===== src/rtl/video_timing_pkg.sv =====
// Shared timing constants and state types for the composite-video timing sequencer.
// Default format: 312-line progressive, 64 us lines at 12 MHz.
package video_timing_pkg;

  localparam int unsigned H_TOTAL      = 768;
  localparam int unsigned H_SYNC       = 56;
  localparam int unsigned H_BACK       = 68;
  localparam int unsigned H_ACTIVE     = 624;
  localparam int unsigned V_TOTAL      = 312;
  localparam int unsigned V_SYNC_LINES = 3;
  localparam int unsigned V_ACT_START  = 23;
  localparam int unsigned V_ACT_LINES  = 287;
  localparam int unsigned BROAD_LOW    = 328;

  typedef enum logic [1:0] {
    VSYNC  = 2'd0,
    BLANK  = 2'd1,
    ACTIVE = 2'd2
  } line_type_e;

  typedef enum logic [1:0] {
    IDLE  = 2'd0,
    RUN   = 2'd1,
    DRAIN = 2'd2
  } run_state_e;

endpackage


===== src/rtl/video_hcounter.sv =====
// Wrapping counter 0..TOTAL-1 with a terminal-count strobe and a look-ahead of the
// next count, so callers can register outputs aligned with the counter itself.
module video_hcounter
  import video_timing_pkg::*;
#(
  parameter int unsigned WIDTH = 10,
  parameter int unsigned TOTAL = H_TOTAL
) (
  input  logic             clk,
  input  logic             i_rst_n,
  input  logic             i_clr,
  input  logic             i_en,
  output logic [WIDTH-1:0] o_count,
  output logic [WIDTH-1:0] o_next,
  output logic             o_tc
);

  localparam logic [WIDTH-1:0] LAST = WIDTH'(TOTAL - 1);
  localparam logic [WIDTH-1:0] ONE  = WIDTH'(1);

  logic [WIDTH-1:0] count_q;
  logic [WIDTH-1:0] count_d;
  logic             tc_s;

  always_comb begin
    tc_s    = i_en && (count_q == LAST);
    count_d = count_q;
    if (i_clr) begin
      count_d = '0;
    end else if (tc_s) begin
      count_d = '0;
    end else if (i_en) begin
      count_d = count_q + ONE;
    end else begin
      count_d = count_q;
    end
  end

  always_ff @(posedge clk or negedge i_rst_n) begin
    if (!i_rst_n) begin
      count_q <= '0;
    end else begin
      count_q <= count_d;
    end
  end

  assign o_count = count_q;
  assign o_next  = count_d;
  assign o_tc    = tc_s;

endmodule


===== src/rtl/video_timing_sequencer.sv =====
// Composite-video timing sequencer: h/v counters, line-type and run-control FSMs,
// pixel-request handshake and a two-stage pipeline aligning sync and white pins.
module video_timing_sequencer
  import video_timing_pkg::*;
#(
  parameter int unsigned P_H_TOTAL      = H_TOTAL,
  parameter int unsigned P_H_SYNC       = H_SYNC,
  parameter int unsigned P_H_BACK       = H_BACK,
  parameter int unsigned P_H_ACTIVE     = H_ACTIVE,
  parameter int unsigned P_V_TOTAL      = V_TOTAL,
  parameter int unsigned P_V_SYNC_LINES = V_SYNC_LINES,
  parameter int unsigned P_V_ACT_START  = V_ACT_START,
  parameter int unsigned P_V_ACT_LINES  = V_ACT_LINES,
  parameter int unsigned P_BROAD_LOW    = BROAD_LOW
) (
  input  logic       clk,
  input  logic       i_rst_n,
  input  logic       i_en,
  input  logic       i_pix,
  output logic       o_pix_req,
  output logic [9:0] o_x,
  output logic [8:0] o_y,
  output logic       o_frame_start,
  output logic       o_sync,
  output logic       o_white
);

  localparam logic [9:0] H_SYNC_END = 10'(P_H_SYNC);
  localparam logic [9:0] H_ACT_BEG  = 10'(P_H_SYNC + P_H_BACK);
  localparam logic [9:0] H_ACT_END  = 10'(P_H_SYNC + P_H_BACK + P_H_ACTIVE);
  localparam logic [9:0] H_HALF     = 10'(P_H_TOTAL / 2);
  localparam logic [9:0] BROAD1_END = 10'(P_BROAD_LOW);
  localparam logic [9:0] BROAD2_END = 10'(P_H_TOTAL / 2 + P_BROAD_LOW);
  localparam logic [8:0] V_LAST     = 9'(P_V_TOTAL - 1);
  localparam logic [8:0] V_SYNC_END = 9'(P_V_SYNC_LINES);
  localparam logic [8:0] V_ACT_BEG  = 9'(P_V_ACT_START);
  localparam logic [8:0] V_ACT_END  = 9'(P_V_ACT_START + P_V_ACT_LINES);

  run_state_e state_q, state_d;
  line_type_e line_q, line_d;
  logic [8:0] v_q, v_d;
  logic [9:0] h_s, h_next_s;
  logic       h_tc_s, cnt_en_s, cnt_clr_s, frame_end_s;
  logic       run_next_s, act_next_s, sync_raw_s;
  logic       pix_req_q, pix_req_d;
  logic [9:0] x_q, x_d;
  logic [8:0] y_q, y_d;
  logic       frame_start_q, frame_start_d;
  logic       sync_dly_q, sync_dly_d;
  logic       sync_q, sync_d;
  logic       act_dly_q, act_dly_d;
  logic       white_q, white_d;

  assign cnt_en_s    = (state_q != IDLE);
  assign cnt_clr_s   = (state_q == IDLE);
  assign frame_end_s = h_tc_s && (v_q == V_LAST);

  video_hcounter #(
    .WIDTH (10),
    .TOTAL (P_H_TOTAL)
  ) u_hcounter (
    .clk     (clk),
    .i_rst_n (i_rst_n),
    .i_clr   (cnt_clr_s),
    .i_en    (cnt_en_s),
    .o_count (h_s),
    .o_next  (h_next_s),
    .o_tc    (h_tc_s)
  );

  // Run control: DRAIN finishes the frame in progress unless i_en returns first.
  always_comb begin
    state_d = state_q;
    case (state_q)
      IDLE: begin
        if (i_en) state_d = RUN;
        else      state_d = IDLE;
      end
      RUN, DRAIN: begin
        if (i_en)             state_d = RUN;
        else if (frame_end_s) state_d = IDLE;
        else                  state_d = DRAIN;
      end
      default: state_d = IDLE;
    endcase
  end

  // Vertical counter and line type both advance only on the horizontal wrap.
  always_comb begin
    v_d    = v_q;
    line_d = line_q;
    if (state_q == IDLE) begin
      v_d    = 9'd0;
      line_d = VSYNC;
    end else if (h_tc_s) begin
      v_d = (v_q == V_LAST) ? 9'd0 : v_q + 9'd1;
      case (line_q)
        VSYNC: begin
          if (v_d == V_SYNC_END) line_d = BLANK;
          else                   line_d = VSYNC;
        end
        BLANK: begin
          if (v_d == V_ACT_BEG)  line_d = ACTIVE;
          else if (v_d == 9'd0)  line_d = VSYNC;
          else                   line_d = BLANK;
        end
        ACTIVE: begin
          if (v_d == V_ACT_END)  line_d = BLANK;
          else                   line_d = ACTIVE;
        end
        default: line_d = VSYNC;
      endcase
    end else begin
      v_d    = v_q;
      line_d = line_q;
    end
  end

  // Request-side outputs use the next position so they land aligned with the counters.
  always_comb begin
    run_next_s    = (state_d != IDLE);
    act_next_s    = run_next_s && (line_d == ACTIVE) &&
                    (h_next_s >= H_ACT_BEG) && (h_next_s < H_ACT_END);
    pix_req_d     = act_next_s;
    x_d           = act_next_s ? (h_next_s - H_ACT_BEG) : 10'd0;
    y_d           = act_next_s ? (v_d - V_ACT_BEG) : 9'd0;
    frame_start_d = run_next_s && (h_next_s == 10'd0) && (v_d == 9'd0);
  end

  // Raw composite sync for the current position; broad pulses on VSYNC lines.
  always_comb begin
    sync_raw_s = 1'b1;
    if (state_q == IDLE) begin
      sync_raw_s = 1'b1;
    end else if (line_q == VSYNC) begin
      sync_raw_s = !((h_s < BROAD1_END) || ((h_s >= H_HALF) && (h_s < BROAD2_END)));
    end else begin
      sync_raw_s = !(h_s < H_SYNC_END);
    end
  end

  // Two-stage alignment: i_pix arrives one cycle after the request it answers.
  always_comb begin
    sync_dly_d = sync_raw_s;
    sync_d     = sync_dly_q;
    act_dly_d  = pix_req_q;
    white_d    = i_pix & act_dly_q;
  end

  always_ff @(posedge clk or negedge i_rst_n) begin
    if (!i_rst_n) begin
      state_q       <= IDLE;
      line_q        <= VSYNC;
      v_q           <= 9'd0;
      pix_req_q     <= 1'b0;
      x_q           <= 10'd0;
      y_q           <= 9'd0;
      frame_start_q <= 1'b0;
      sync_dly_q    <= 1'b1;
      sync_q        <= 1'b1;
      act_dly_q     <= 1'b0;
      white_q       <= 1'b0;
    end else begin
      state_q       <= state_d;
      line_q        <= line_d;
      v_q           <= v_d;
      pix_req_q     <= pix_req_d;
      x_q           <= x_d;
      y_q           <= y_d;
      frame_start_q <= frame_start_d;
      sync_dly_q    <= sync_dly_d;
      sync_q        <= sync_d;
      act_dly_q     <= act_dly_d;
      white_q       <= white_d;
    end
  end

  assign o_pix_req     = pix_req_q;
  assign o_x           = x_q;
  assign o_y           = y_q;
  assign o_frame_start = frame_start_q;
  assign o_sync        = sync_q;
  assign o_white       = white_q;

endmodule


===== config.mk =====
export PLATFORM = sky130hd
export DESIGN_NAME = video_timing_sequencer
export DESIGN_NICKNAME = d
export VERILOG_FILES = /design/src/rtl/video_timing_pkg.sv /design/src/rtl/video_hcounter.sv /design/src/rtl/video_timing_sequencer.sv
export SDC_FILE = /design/constraint.sdc
export NUM_CORES = 1
export LEC_CHECK = 0
export ABC_AREA = 1
export BUFFER_PORTS_ARGS = -buffer_cell sky130_fd_sc_hd__buf_4
export CORE_ASPECT_RATIO = 1.1
export CORE_MARGIN = 2
export CORE_UTILIZATION = 53
export DETAILED_ROUTE_END_ITERATION = 7
export PLACE_DENSITY = 0.76
export SLEW_MARGIN = 20
export SYNTH_ARGS = -nofsm -noshare
export SYNTH_HDL_FRONTEND = slang
export SYNTH_SLANG_ARGS = --single-unit

===== constraint.sdc =====
create_clock -name clk -period 2.3 [get_ports clk]
set_input_delay 0.115 -clock clk [delete_from_list [all_inputs] [get_ports clk]]
set_output_delay 0.115 -clock clk [all_outputs]
set_load 0.1 [all_outputs]

# Word-level counts from Yosys, hierarchy flattened

Cells that the tools add are included.

Magnitude comparators: 6
Equality and inequality tests: 10
Reductions and logical operators: 19
Bitwise gates (word level): 1
Multiplexer cells: 21
$add $sub $neg: 4

Operators by type and width:

| kind                                                                                 | count |
|---|---|
| 10-bit 2-to-1 mux                                                                    | 4 |
| 9-bit 2-to-1 mux                                                                     | 4 |
| 10-bit less-than comparator, second input constant                                   | 2 |
| 9-bit == test, second input constant                                                 | 2 |
| 9-bit logical NOT                                                                    | 2 |
| 2-bit 2-to-1 mux                                                                     | 6 |
| 10-bit by 1-bit adder with 10-bit output, second input constant                      | 1 |
| 10-bit == test, second input constant                                                | 1 |
| 10-bit by 7-bit greater-or-equal comparator with 1-bit output, second input constant | 1 |
| 10-bit by 9-bit greater-or-equal comparator with 1-bit output, second input constant | 1 |
| 10-bit logical NOT                                                                   | 1 |
| 10-bit by 6-bit less-than comparator with 1-bit output, second input constant        | 1 |
| 10-bit by 9-bit less-than comparator with 1-bit output, second input constant        | 1 |
| 10-bit by 7-bit subtractor with 10-bit output, second input constant                 | 1 |
| 9-bit by 1-bit adder with 9-bit output, second input constant                        | 1 |
| 9-bit by 2-bit == test with 1-bit output, second input constant                      | 1 |
| 9-bit by 5-bit == test with 1-bit output, second input constant                      | 1 |
| 9-bit by 5-bit subtractor with 9-bit output, second input constant                   | 1 |
| 1-bit logical AND                                                                    | 8 |
| 2-bit == test, second input constant                                                 | 3 |
| 2-bit one-hot mux with 3 select lines                                                | 1 |
| 1-bit 2-to-1 mux                                                                     | 5 |
| 2-bit by 1-bit == test with 1-bit output, second input constant                      | 2 |
| 2-bit logical NOT                                                                    | 2 |
| 6 further kinds                                                                      | 8 |

Output and inout bits: 23
Logic and storage cells: 73
Register bits: 48
Bits of input ports: 4

# Logic depth before layout (Yosys ltp)

Gate-level depths: netlist of the first run.

Word-level depth: 13
Mapped depth: 17
Gate-level depth less buffers: 15

# Hierarchy

Synthesis of the first run repeated with hierarchy kept, for this count alone.

Cell total of the unflattened synthesis: 344
Area total of the unflattened synthesis: 2760.1 um2

Modules (own cells, without submodules):

| module                 | area each (um2) | sequential area each (um2) | instances | cells an instance |
|---|---|---|---|---|
| video_timing_sequencer | 2202.1          | 953.4                      | 1         | 277 |
| video_hcounter         | 558.0           | 250.2                      | 1         | 67 |

# Worst setup path after synthesis of the first run

Ideal clock, no wire load.

Kind: flip-flop to flip-flop
From: register u_hcounter.count_q[0] (netlist: u_hcounter.o_count[0])
To: register x_q[2] (netlist: o_x[2])
Period minus slack after synthesis: 2.377 ns
Data arrival time: 2.297 ns
Cell stages (with the launch flop): 15
Data required time: 2.220 ns
Library setup time: 0.080 ns
Path buffers: 1
Slack: -0.077 ns
Path through: dfrtp_1 -> ha_1 -> nand2_2 -> inv_1 -> nor3_1 -> ha_1 -> nand3_1 -> nor2_1 -> nand2_1 -> nand2_1 -> o21ai_1 -> nor2_2 -> nand2_2 -> buf_6 -> nor3_2

Elaborated cells between the ends (all ways): 21
Classes of those cells: add/sub: 2; order compare: 2; eq/ne: 2; mux: 9; reduce/logical: 6

RTL lines:

| element                                                                    | RTL line                                   | RTL |
|---|---|---|
| from (decl)                                                                | video_hcounter.sv:21                       | `logic [WIDTH-1:0] count_q;` |
| from (signal assigned)                                                     | video_hcounter.sv:43                       | `count_q <= count_d;` |
| 10-bit by 1-bit adder with 10-bit output or 10-bit == test (tied branches) | video_hcounter.sv:33, video_hcounter.sv:26 |  |
| 10-bit 2-to-1 mux or 1-bit logical AND (tied branches)                     | video_hcounter.sv:32, video_hcounter.sv:26 |  |
| 10-bit 2-to-1 mux (*)                                                      | video_hcounter.sv:30                       | `end else if (tc_s) begin` |
| 10-bit 2-to-1 mux (*)                                                      | video_hcounter.sv:28                       | `if (i_clr) begin` |
| net h_next_s[2]                                                            | video_timing_sequencer.sv:42               | `logic [9:0] h_s, h_next_s;` |
| 10-bit by 7-bit greater-or-equal comparator with 1-bit output              | video_timing_sequencer.sv:123              | `(h_next_s >= H_ACT_BEG) && (h_next_s < H_ACT_END);` |
| 1-bit logical AND                                                          | video_timing_sequencer.sv:122              | `act_next_s = run_next_s && (line_d == ACTIVE) &&` |
| 1-bit logical AND                                                          | video_timing_sequencer.sv:123              |  |
| 10-bit 2-to-1 mux (*)                                                      | video_timing_sequencer.sv:125              | `x_d = act_next_s ? (h_next_s - H_ACT_BEG) : 10'd0;` |
| net x_d[2]                                                                 | video_timing_sequencer.sv:46               | `logic [9:0] x_q, x_d;` |
| to (signal assigned)                                                       | video_timing_sequencer.sv:156              | `x_q <= 10'd0;` |
| to (signal assigned)                                                       | video_timing_sequencer.sv:168              | `x_q <= x_d;` |
| to (decl)                                                                  | video_timing_sequencer.sv:46               |  |

The timed path passes the listed nets; every way through them passes the cells marked *.

# Final worst setup path of the first run

From: register u_hcounter.count_q[1] (netlist: u_hcounter.o_count[1])
To: register y_q[0] (netlist: o_y[0])

Elaborated cells between the ends (all ways): 23
Classes of those cells: add/sub: 2; order compare: 2; eq/ne: 2; mux: 11; reduce/logical: 6

RTL lines:

| element                                                                    | RTL line                                   | RTL |
|---|---|---|
| 10-bit by 1-bit adder with 10-bit output or 10-bit == test (tied branches) | video_hcounter.sv:33, video_hcounter.sv:26 |  |
| 10-bit 2-to-1 mux or 1-bit logical AND (tied branches)                     | video_hcounter.sv:32, video_hcounter.sv:26 |  |
| 10-bit 2-to-1 mux (*)                                                      | video_hcounter.sv:30                       |  |
| 10-bit 2-to-1 mux (*)                                                      | video_hcounter.sv:28                       |  |
| net h_next_s[2]                                                            | video_timing_sequencer.sv:42               |  |
| 10-bit by 7-bit greater-or-equal comparator with 1-bit output              | video_timing_sequencer.sv:123              |  |
| 1-bit logical AND                                                          | video_timing_sequencer.sv:122              |  |
| 1-bit logical AND (*)                                                      | video_timing_sequencer.sv:123              |  |
| 9-bit 2-to-1 mux (*)                                                       | video_timing_sequencer.sv:126              | `y_d = act_next_s ? (v_d - V_ACT_BEG) : 9'd0;` |
| net y_d[0]                                                                 | video_timing_sequencer.sv:47               | `logic [8:0] y_q, y_d;` |
| to (signal assigned)                                                       | video_timing_sequencer.sv:169              | `y_q <= y_d;` |
| to (decl)                                                                  | video_timing_sequencer.sv:47               |  |

Marked as above.

==> summary.log, run 1 <==
[floorplanning] floorplan die area 5960 um2
[clock_tree] Clk Tree Root Cell sky130_fd_sc_hd__clkbuf_8
[setup_path] required time at the worst-slack endpoint 2.53 ns
[synthesis] xor and xnor fraction of the mapped netlist area 0.0309
[floorplanning] # IOs 27
[global_route] met3 routing resource usage after global routing 0.0409
[setup_path] largest fanout on the critical path 10
[global_route] total global routing overflow 0
[timing] final-layout setup total negative slack 0 ns
[synthesis] post-synthesis sequential element count 48
[setup_path] category of the worst setup path capture point flop
[timing] final number of setup-violating endpoints 0
[status] result of the run complete, no violations
[clock_tree] clock buffers created by TritonCTS 5
[floorplanning] area of the core 5100 um2
[timing] clock skew after layout 0.00458 ns
[pwr] static leakage 1.80 nW
[setup_path] length in cells of the worst reg-to-reg path 14
[clock_tree] register clock-pin slew on the reported worst setup and hold paths 0.09 ns
[synthesis] main combinational cell family by area after synthesis simple AND/OR/NAND/NOR gates
[global_route] busiest metal layer after global routing met2
[floorplanning] site row count 27
[detailed_routing] remaining number of nets flagged by the antenna check after routing 0
[layout] P&R area growth vs syn 28.2%
[synthesis] post-synthesis share of cell area spent on full adders, half adders and majority gates 0.0441
[global_route] wire length of the first global-routing pass 10.4 mm
[synthesis] warning count from the yosys run 0
[timing] FMAX 440 MHz
[layout] number of antenna cells inserted 0
[setup_path] register-to-register setup slack 0.03 ns
[detailed_routing] total detailed-routing wirelength 6.82 mm
[placed_design] RePlAce Congestion 0.923
[clock_tree] H-tree Lvls 2
[floorplanning] starting density of the core 0.557
[clock_tree] maximum clock path buffer count 2
[layout] Non-Filler Cell Area, Final 3640 um2
[setup_path] CP startpoint kind flop
[synthesis] synthesized instance count 343
[detailed_routing] DRC viols 0
[timing] actual slew at the worst max-slew pin 0.584 ns
[synthesis] net count of the mapped netlist 357
[detailed_routing] 1st-iter DRT viols 124
[placed_design] post-placement setup slack -0.0209 ns
[global_route] global-route track usage on met2 0.430
[job] max-cap violations 0
[timing] least setup slack across all paths after layout 0.0283 ns
[setup_path] critical path start-end classification flop to flop
[clock_tree] clock tree sinks 48
[detailed_routing] drt first pass iters 4
[synthesis] most area-hungry cell type in the Yosys netlist sky130_fd_sc_hd__dfrtp_1
[timing] worst relative slew slack 0.611
[global_route] largest net degree at the start of global routing 49
[synthesis] Simple-Gate Fraction of Synth Area 0.367
[min_path] worst hold start i_en
[floorplanning] vertical die dimension 80.8 um
[setup_path] endpoint of the worst-slack reg-to-reg timing path o_y[0]$_DFF_PN0_
[pwr] total power divided by cell area 618 nW/um2
[detailed_routing] detail-routed net length per standard cell 14.4 um
[clock_tree] later-pin clock latency in the skew report 0.31 ns
[setup_path] launch point of the worst reg-to-reg path u_hcounter.o_count[1]$_DFF_PN0_
[global_route] total global routing track utilization 0.230
[global_route] initial antenna violation count 0
[timing] unrepaired setup endpoints after global routing yes
[clock_tree] clock tree from TritonCTS built
[timing] minimum clock period after layout 2.27 ns
[synthesis] synthesized-area fraction occupied by ao, oa, aoi and oai cells 0.0489
[synthesis] sequential element share of the synthesized area 0.424
[detailed_routing] count of vias placed by the detailed router 2,503
[placed_design] I/O Buffers 26
[synthesis] Synth top area share 0.405
[timing] endpoints failing hold 0
[placed_design] total cell area at the placement stage 3210 um2
[global_route] global-route track usage on met1 0.257
[synthesis] multiplexer area fraction after synthesis 0
[pwr] Peak supply drop 0.000662 V
[timing] final clock period utilization by the worst path 0.988
[timing] Final Max Slew Viols 0
[layout] fraction of final layout cells sized beyond drive strength 1 0.347
[floorplanning] die boundary width 73.8 um
[min_path] WHS Endpoint state_q[1]$_DFF_PN0_
[synthesis] post-synth design cell area 2840 um2
[detailed_routing] routed via count divided by cell count 5.29
[min_path] type of the most critical hold path input pin to flop
[layout] final-stage net count 414
[synthesis] post-synthesis average cell area 8.28 um2
[global_route] vias in the first global route 2,400
[setup_path] arrival time of data at the critical path endpoint 2.50 ns
[synthesis] cell types with the largest area share after synthesis sky130_fd_sc_hd__dfrtp_1, sky130_fd_sc_hd__nand2_1, sky130_fd_sc_hd__nor3_2
[min_path] Hold Path Depth 4
[placed_design] total half-perimeter wirelength after legalization and detailed placement 4.77 mm
[synthesis] post-synth cell types 35
[flip-flops by register name (all words and copies together) (netlist names)]
signal,flops
o_x,10
u_hcounter.o_count,10
o_y,9
v_q,9
line_q,2
state_q,2
act_dly_q,1
o_frame_start,1
o_pix_req,1
o_sync,1
o_white,1
sync_d,1
[cell type report]
cell class,instances,area [um2]
Clock inverter,2,15.0
Multi-Input combinational cell,240,1560
Fill cell,381,1460
Timing Repair Buffer,57,497
Tap cell,72,90.1
Inverter,48,185
Clock buffer,6,82.6
Sequential cell,48,1210
[per-layer routing]
layer | vias to the layer above | wire, um
met5 | - | 0
met4 | 0 | 187
met3 | 16 | 271
met2 | 71 | 3630
met1 | 1204 | 2740
li1 | 1212 | -
[cells in the final DEF (no fill, tap or decap), types with 5 or more instances in the layout]
master | netlist | layout
sky130_fd_sc_hd__nand4_1 | 11 | 11
sky130_fd_sc_hd__clkbuf_8 | 0 | 6
sky130_fd_sc_hd__inv_1 | 42 | 41
sky130_fd_sc_hd__dfrtp_1 | 46 | 44
sky130_fd_sc_hd__o21ai_0 | 7 | 7
sky130_fd_sc_hd__nor3_4 | 0 | 5
sky130_fd_sc_hd__inv_2 | 6 | 5
sky130_fd_sc_hd__nand2_2 | 7 | 7
sky130_fd_sc_hd__nand3_2 | 2 | 5
sky130_fd_sc_hd__buf_4 | 2 | 50
sky130_fd_sc_hd__nand2_1 | 76 | 72
sky130_fd_sc_hd__nor2_2 | 7 | 8
sky130_fd_sc_hd__nor3_2 | 19 | 15
sky130_fd_sc_hd__nor2_1 | 36 | 32
sky130_fd_sc_hd__ha_1 | 10 | 5
sky130_fd_sc_hd__nand3_1 | 32 | 28
sky130_fd_sc_hd__xor2_1 | 6 | 5
[how the worst max path moves through the flow]
| stage | startpoint | endpoint | slack, ns | cells past startpoint |
|---|---|---|---|---|
| 2_1_floorplan | u_hcounter.o_count[0]$_DFF_PN0_ | o_x[2]$_DFF_PN0_ | 0.02 | 15 |
| 3_3_place_gp | u_hcounter.o_count[0]$_DFF_PN0_ | o_y[6]$_DFF_PN0_ | 0.09 | 14 |
| 3_5_place_dp | u_hcounter.o_count[0]$_DFF_PN0_ | o_y[5]$_DFF_PN0_ | -0.02 | 14 |
| 4_1_cts | u_hcounter.o_count[0]$_DFF_PN0_ | o_y[2]$_DFF_PN0_ | 0.003 | 14 |
| 5_1_grt | u_hcounter.o_count[0]$_DFF_PN0_ | o_x[0]$_DFF_PN0_ | -0.06 | 14 |
| 6_report | u_hcounter.o_count[1]$_DFF_PN0_ | o_y[0]$_DFF_PN0_ | 0.03 | 14 |
[repair_timing]
| action | CTS | global route |
|---|---|---|
| setup endpoints to repair | 19 | 21 |
| hold endpoints to repair | 47 | 0 |
| resized for setup | 2 | 39 |
| buffers inserted | 2 | 10 |
| pin swaps | 1 | 11 |
| gates cloned | 0 | 2 |
| hold buffers | 2 | 0 |
[power breakdown]
group          leakage (nW)  switching, mW  internal, mW
Combinational          1.10          0.508         0.250
Sequential            0.655         0.0444         0.917
Clock                0.0434          0.287         0.243
[cell usage after synthesis]
library cell	number
sky130_fd_sc_hd__buf_6	3
sky130_fd_sc_hd__nand2_1	76
sky130_fd_sc_hd__dfrtp_1	46
sky130_fd_sc_hd__o21ai_1	4
sky130_fd_sc_hd__nor3_1	2
sky130_fd_sc_hd__clkbuf_4	1
sky130_fd_sc_hd__nand3_1	32
sky130_fd_sc_hd__nand3_4	2
sky130_fd_sc_hd__a21o_1	1
sky130_fd_sc_hd__nor2_8	1
sky130_fd_sc_hd__inv_2	6
sky130_fd_sc_hd__nor3_2	19
sky130_fd_sc_hd__o22ai_1	2
sky130_fd_sc_hd__nor2_2	7
sky130_fd_sc_hd__nand2_2	7
sky130_fd_sc_hd__xnor2_1	4
sky130_fd_sc_hd__o21ai_0	7
sky130_fd_sc_hd__o31ai_1	1
sky130_fd_sc_hd__inv_1	42
sky130_fd_sc_hd__buf_2	1
sky130_fd_sc_hd__o22ai_2	1
sky130_fd_sc_hd__xor2_1	6
sky130_fd_sc_hd__nor2_1	36
sky130_fd_sc_hd__ha_1	10
sky130_fd_sc_hd__o21ai_4	1
sky130_fd_sc_hd__nor2_4	1
sky130_fd_sc_hd__dfstp_2	2
sky130_fd_sc_hd__a21oi_1	2
sky130_fd_sc_hd__buf_4	2
sky130_fd_sc_hd__a21oi_2	2
sky130_fd_sc_hd__nand3_2	2
sky130_fd_sc_hd__or2_2	1
sky130_fd_sc_hd__nand4_1	11
sky130_fd_sc_hd__nor4_1	1
sky130_fd_sc_hd__or2_1	1
[worst max-delay path, stage by stage, from the launching register on]
cell	delay, ns
sky130_fd_sc_hd__dfrtp_1	0.44
sky130_fd_sc_hd__ha_4	0.20
sky130_fd_sc_hd__nand2_8	0.08
sky130_fd_sc_hd__inv_4	0.05
sky130_fd_sc_hd__nor3_4	0.19
sky130_fd_sc_hd__ha_2	0.22
sky130_fd_sc_hd__nand3_2	0.09
sky130_fd_sc_hd__nor2_2	0.11
sky130_fd_sc_hd__nand2_2	0.08
sky130_fd_sc_hd__nand2_2	0.07
sky130_fd_sc_hd__o21ai_1	0.08
sky130_fd_sc_hd__nor2_2	0.16
sky130_fd_sc_hd__nand2_4	0.10
sky130_fd_sc_hd__clkbuf_16	0.18
sky130_fd_sc_hd__nor3_2	0.15
[cells by family (layout without fill, tap and decap cells)]
family,count (synthesis),after routing
AO/OA/AOI/OAI,21,21
XOR/XNOR,10,10
adder cells (fa/ha/maj),10,10
buffers and inverters,55,113
flip-flops,48,48
AND/OR/NAND/NOR,199,199
[metrics by stage]
step | power, mW | hold WS (ns) | utilization | std cells
floorplan | 1.39 | -0.181 | - | 343
global placement | 1.60 | 0.157 | 0.629 | 449
detailed placement | 1.62 | 0.165 | 0.629 | 449
CTS | 2.17 | 0.0612 | 0.657 | 461
global route | 2.34 | 0.0643 | 0.714 | 473
finish | 2.25 | 0.0641 | 0.714 | 473
Power figures use the tool's default switching activity.
==> run 2: changes to the inputs <==
Settings changed: CORE_UTILIZATION 53 to 64, PLACE_DENSITY 0.76 to 0.86.
Clock period 2.3 ns to 2.7 ns, I/O delays scaled along.
==> summary.log, run 2 (synthesis gave the netlist of run 1 again) <==
[clock_tree] H-tree Lvls 2
[detailed_routing] 1st-iter DRT viols 265
[detailed_routing] drt first pass iters 4
[timing] clock skew after layout 0.0102 ns
[detailed_routing] total detailed-routing wirelength 6.23 mm
[pwr] Power, Total 1.88 mW
[pwr] total power divided by cell area 581 nW/um2
[floorplanning] vertical die dimension 73.9 um
[clock_tree] clock buffers created by TritonCTS 5
[floorplanning] starting density of the core 0.662
[clock_tree] number of post-CTS setup repair buffers 0
[timing] final number of setup-violating endpoints 0
[detailed_routing] count of vias placed by the detailed router 2,392
[layout] number of antenna cells inserted 0
[floorplanning] floorplan die area 4990 um2
[timing] endpoints failing hold 0
[layout] commonest cells after routing, fill and taps aside sky130_fd_sc_hd__nand2_1, sky130_fd_sc_hd__dfrtp_1, sky130_fd_sc_hd__inv_1
[job] max-cap violations 0
[setup_path] arrival time of data at the critical path endpoint 2.76 ns
[detailed_routing] DRC viols 0
[global_route] initial antenna violation count 0
[global_route] total global routing overflow 0
[setup_path] required time at the worst-slack endpoint 2.92 ns
[min_path] type of the most critical hold path input pin to flop
[layout] P&R area growth vs syn 13.9%
[clock_tree] clock tree sinks 48
[setup_path] category of the worst setup path capture point flop
[clock_tree] register clock-pin slew on the reported worst setup and hold paths 0.09 ns
[global_route] total global routing track utilization 0.282
[placed_design] RePlAce Congestion 0.946
[timing] worst relative slew slack 0.610
[placed_design] total half-perimeter wirelength after legalization and detailed placement 4.56 mm
[pwr] Peak supply drop 0.000394 V
[detailed_routing] routed via count divided by cell count 5.56
[pwr] static leakage 1.64 nW
[timing] FMAX 393 MHz
[clock_tree] later-pin clock latency in the skew report 0.31 ns
[status] result of the run complete, no violations
[timing] final clock period utilization by the worst path 0.943
[setup_path] largest fanout on the critical path 20
[detailed_routing] detail-routed net length per standard cell 14.5 um
[global_route] largest net degree at the start of global routing 49
[detailed_routing] remaining number of nets flagged by the antenna check after routing 0
[timing] actual slew at the worst max-slew pin 0.584 ns
[clock_tree] Clk Tree Root Cell sky130_fd_sc_hd__clkbuf_8
[layout] final core occ 0.755
[floorplanning] area of the core 4290 um2
[setup_path] critical path start-end classification flop to flop
[layout] final-stage net count 389
[timing] minimum clock period after layout 2.55 ns
[floorplanning] # IOs 27
[clock_tree] maximum clock path buffer count 2
[setup_path] CP startpoint kind flop
[floorplanning] die boundary width 67.5 um
[clock_tree] clock tree from TritonCTS built
[layout] most common library cell in the layout ignoring fill and taps sky130_fd_sc_hd__nand2_1
[floorplanning] site row count 25
[global_route] wire length of the first global-routing pass 10.3 mm
[global_route] vias in the first global route 2,363
[layout] fraction of final layout cells sized beyond drive strength 1 0.247
[placed_design] I/O Buffers 26
[timing] Final Max Slew Viols 0
run 2: cell types whose count changed in the layout (fill, tap and decap cells not counted), moves of 3 or more:
cell and delta:
sky130_fd_sc_hd__nand3_2 -3, sky130_fd_sc_hd__nor2_1 +4, sky130_fd_sc_hd__nand2_4 -3, sky130_fd_sc_hd__nand3_1 +4, sky130_fd_sc_hd__buf_4 -20, sky130_fd_sc_hd__nor3_4 -5
sky130_fd_sc_hd__ha_1 +4, sky130_fd_sc_hd__nor3_2 +5, sky130_fd_sc_hd__nand2_1 +4, sky130_fd_sc_hd__ha_2 -3
run 2: metal layers:
layer	vias to the layer above	routed length (um)	GRT usage
met5	-	0	0
met4	0	315	0.215
met3	28	303	0.0567
met2	89	3220	0.468
met1	1115	2400	0.311
li1	1160	-	-
run 2: final cells by class:
| type | instances | area, um2 |
|---|---|---|
| timing repair buffer | 32 | 255 |
| clock buffer | 6 | 82.6 |
| inverter | 48 | 180 |
| multi-input combinational | 240 | 1410 |
| tap | 54 | 67.6 |
| fill | 292 | 1050 |
| sequential | 48 | 1200 |
| clock inverter | 2 | 38.8 |
run 2: path summary, 6_finish.rpt:
path / startpoint / to / slack [ns] / cells past startpoint
worst max-delay path: state_q[0]$_DFF_PN0_ / o_x[6]$_DFF_PN0_ / 0.15 / 15
worst min-delay path: i_pix / o_white$_DFF_PN0_ / 0.03 / 3
worst max register to register: state_q[0]$_DFF_PN0_ / o_x[6]$_DFF_PN0_ / 0.15 / 15
worst min register to register: sync_d$_DFF_PN1_ / o_sync$_DFF_PN1_ / 0.36 / 0
max in group asynchronous: i_rst_n / u_hcounter.o_count[4]$_DFF_PN0_ / 1.93 / 2
min in group asynchronous: i_rst_n / line_q[1]$_DFF_PN0_ / 0.36 / 2
run 2: report_power, final:
group	internal (mW)	total [mW]	switching, mW
clock	0.303	0.550	0.247
combinational	0.140	0.524	0.384
sequential	0.781	0.807	0.0261
run 2: metrics by stage:
step	TNS [ns]	cells	hold slack, ns	worst slack, ns	area [um2]
final	0	430	0.0297	0.154	3230
after global routing	-0.00483	430	0.0522	-0.00483	3230
after CTS	0	430	0.0303	0.115	3220
after detailed placement	0	421	0.180	0.258	3090
after global placement	0	421	0.175	0.417	3090
after floorplan	0	343	-0.161	0.323	2840
run 2: worst max-delay path, stage by stage, from the launching register on:
cell and delay, ns:
sky130_fd_sc_hd__dfrtp_1 0.36, sky130_fd_sc_hd__inv_1 0.05, sky130_fd_sc_hd__ha_1 0.28, sky130_fd_sc_hd__inv_2 0.21, sky130_fd_sc_hd__nand2_2 0.11, sky130_fd_sc_hd__nor2_4 0.13
sky130_fd_sc_hd__ha_1 0.18, sky130_fd_sc_hd__nand3_1 0.14, sky130_fd_sc_hd__nor2_1 0.15, sky130_fd_sc_hd__nand2_1 0.10, sky130_fd_sc_hd__nand2_1 0.11, sky130_fd_sc_hd__o21ai_1 0.09
sky130_fd_sc_hd__nor2_2 0.11, sky130_fd_sc_hd__nand2_2 0.08, sky130_fd_sc_hd__buf_12 0.17, sky130_fd_sc_hd__nor3_2 0.19
run 2: repair_timing:
| item | 4_1_cts | 5_1_grt |
|---|---|---|
| endpoints found under the hold margin | 46 | 0 |
| hold buffers | 1 | 0 |
| gates resized for setup | 0 | 3 |
| setup endpoints to repair | 0 | 19 |
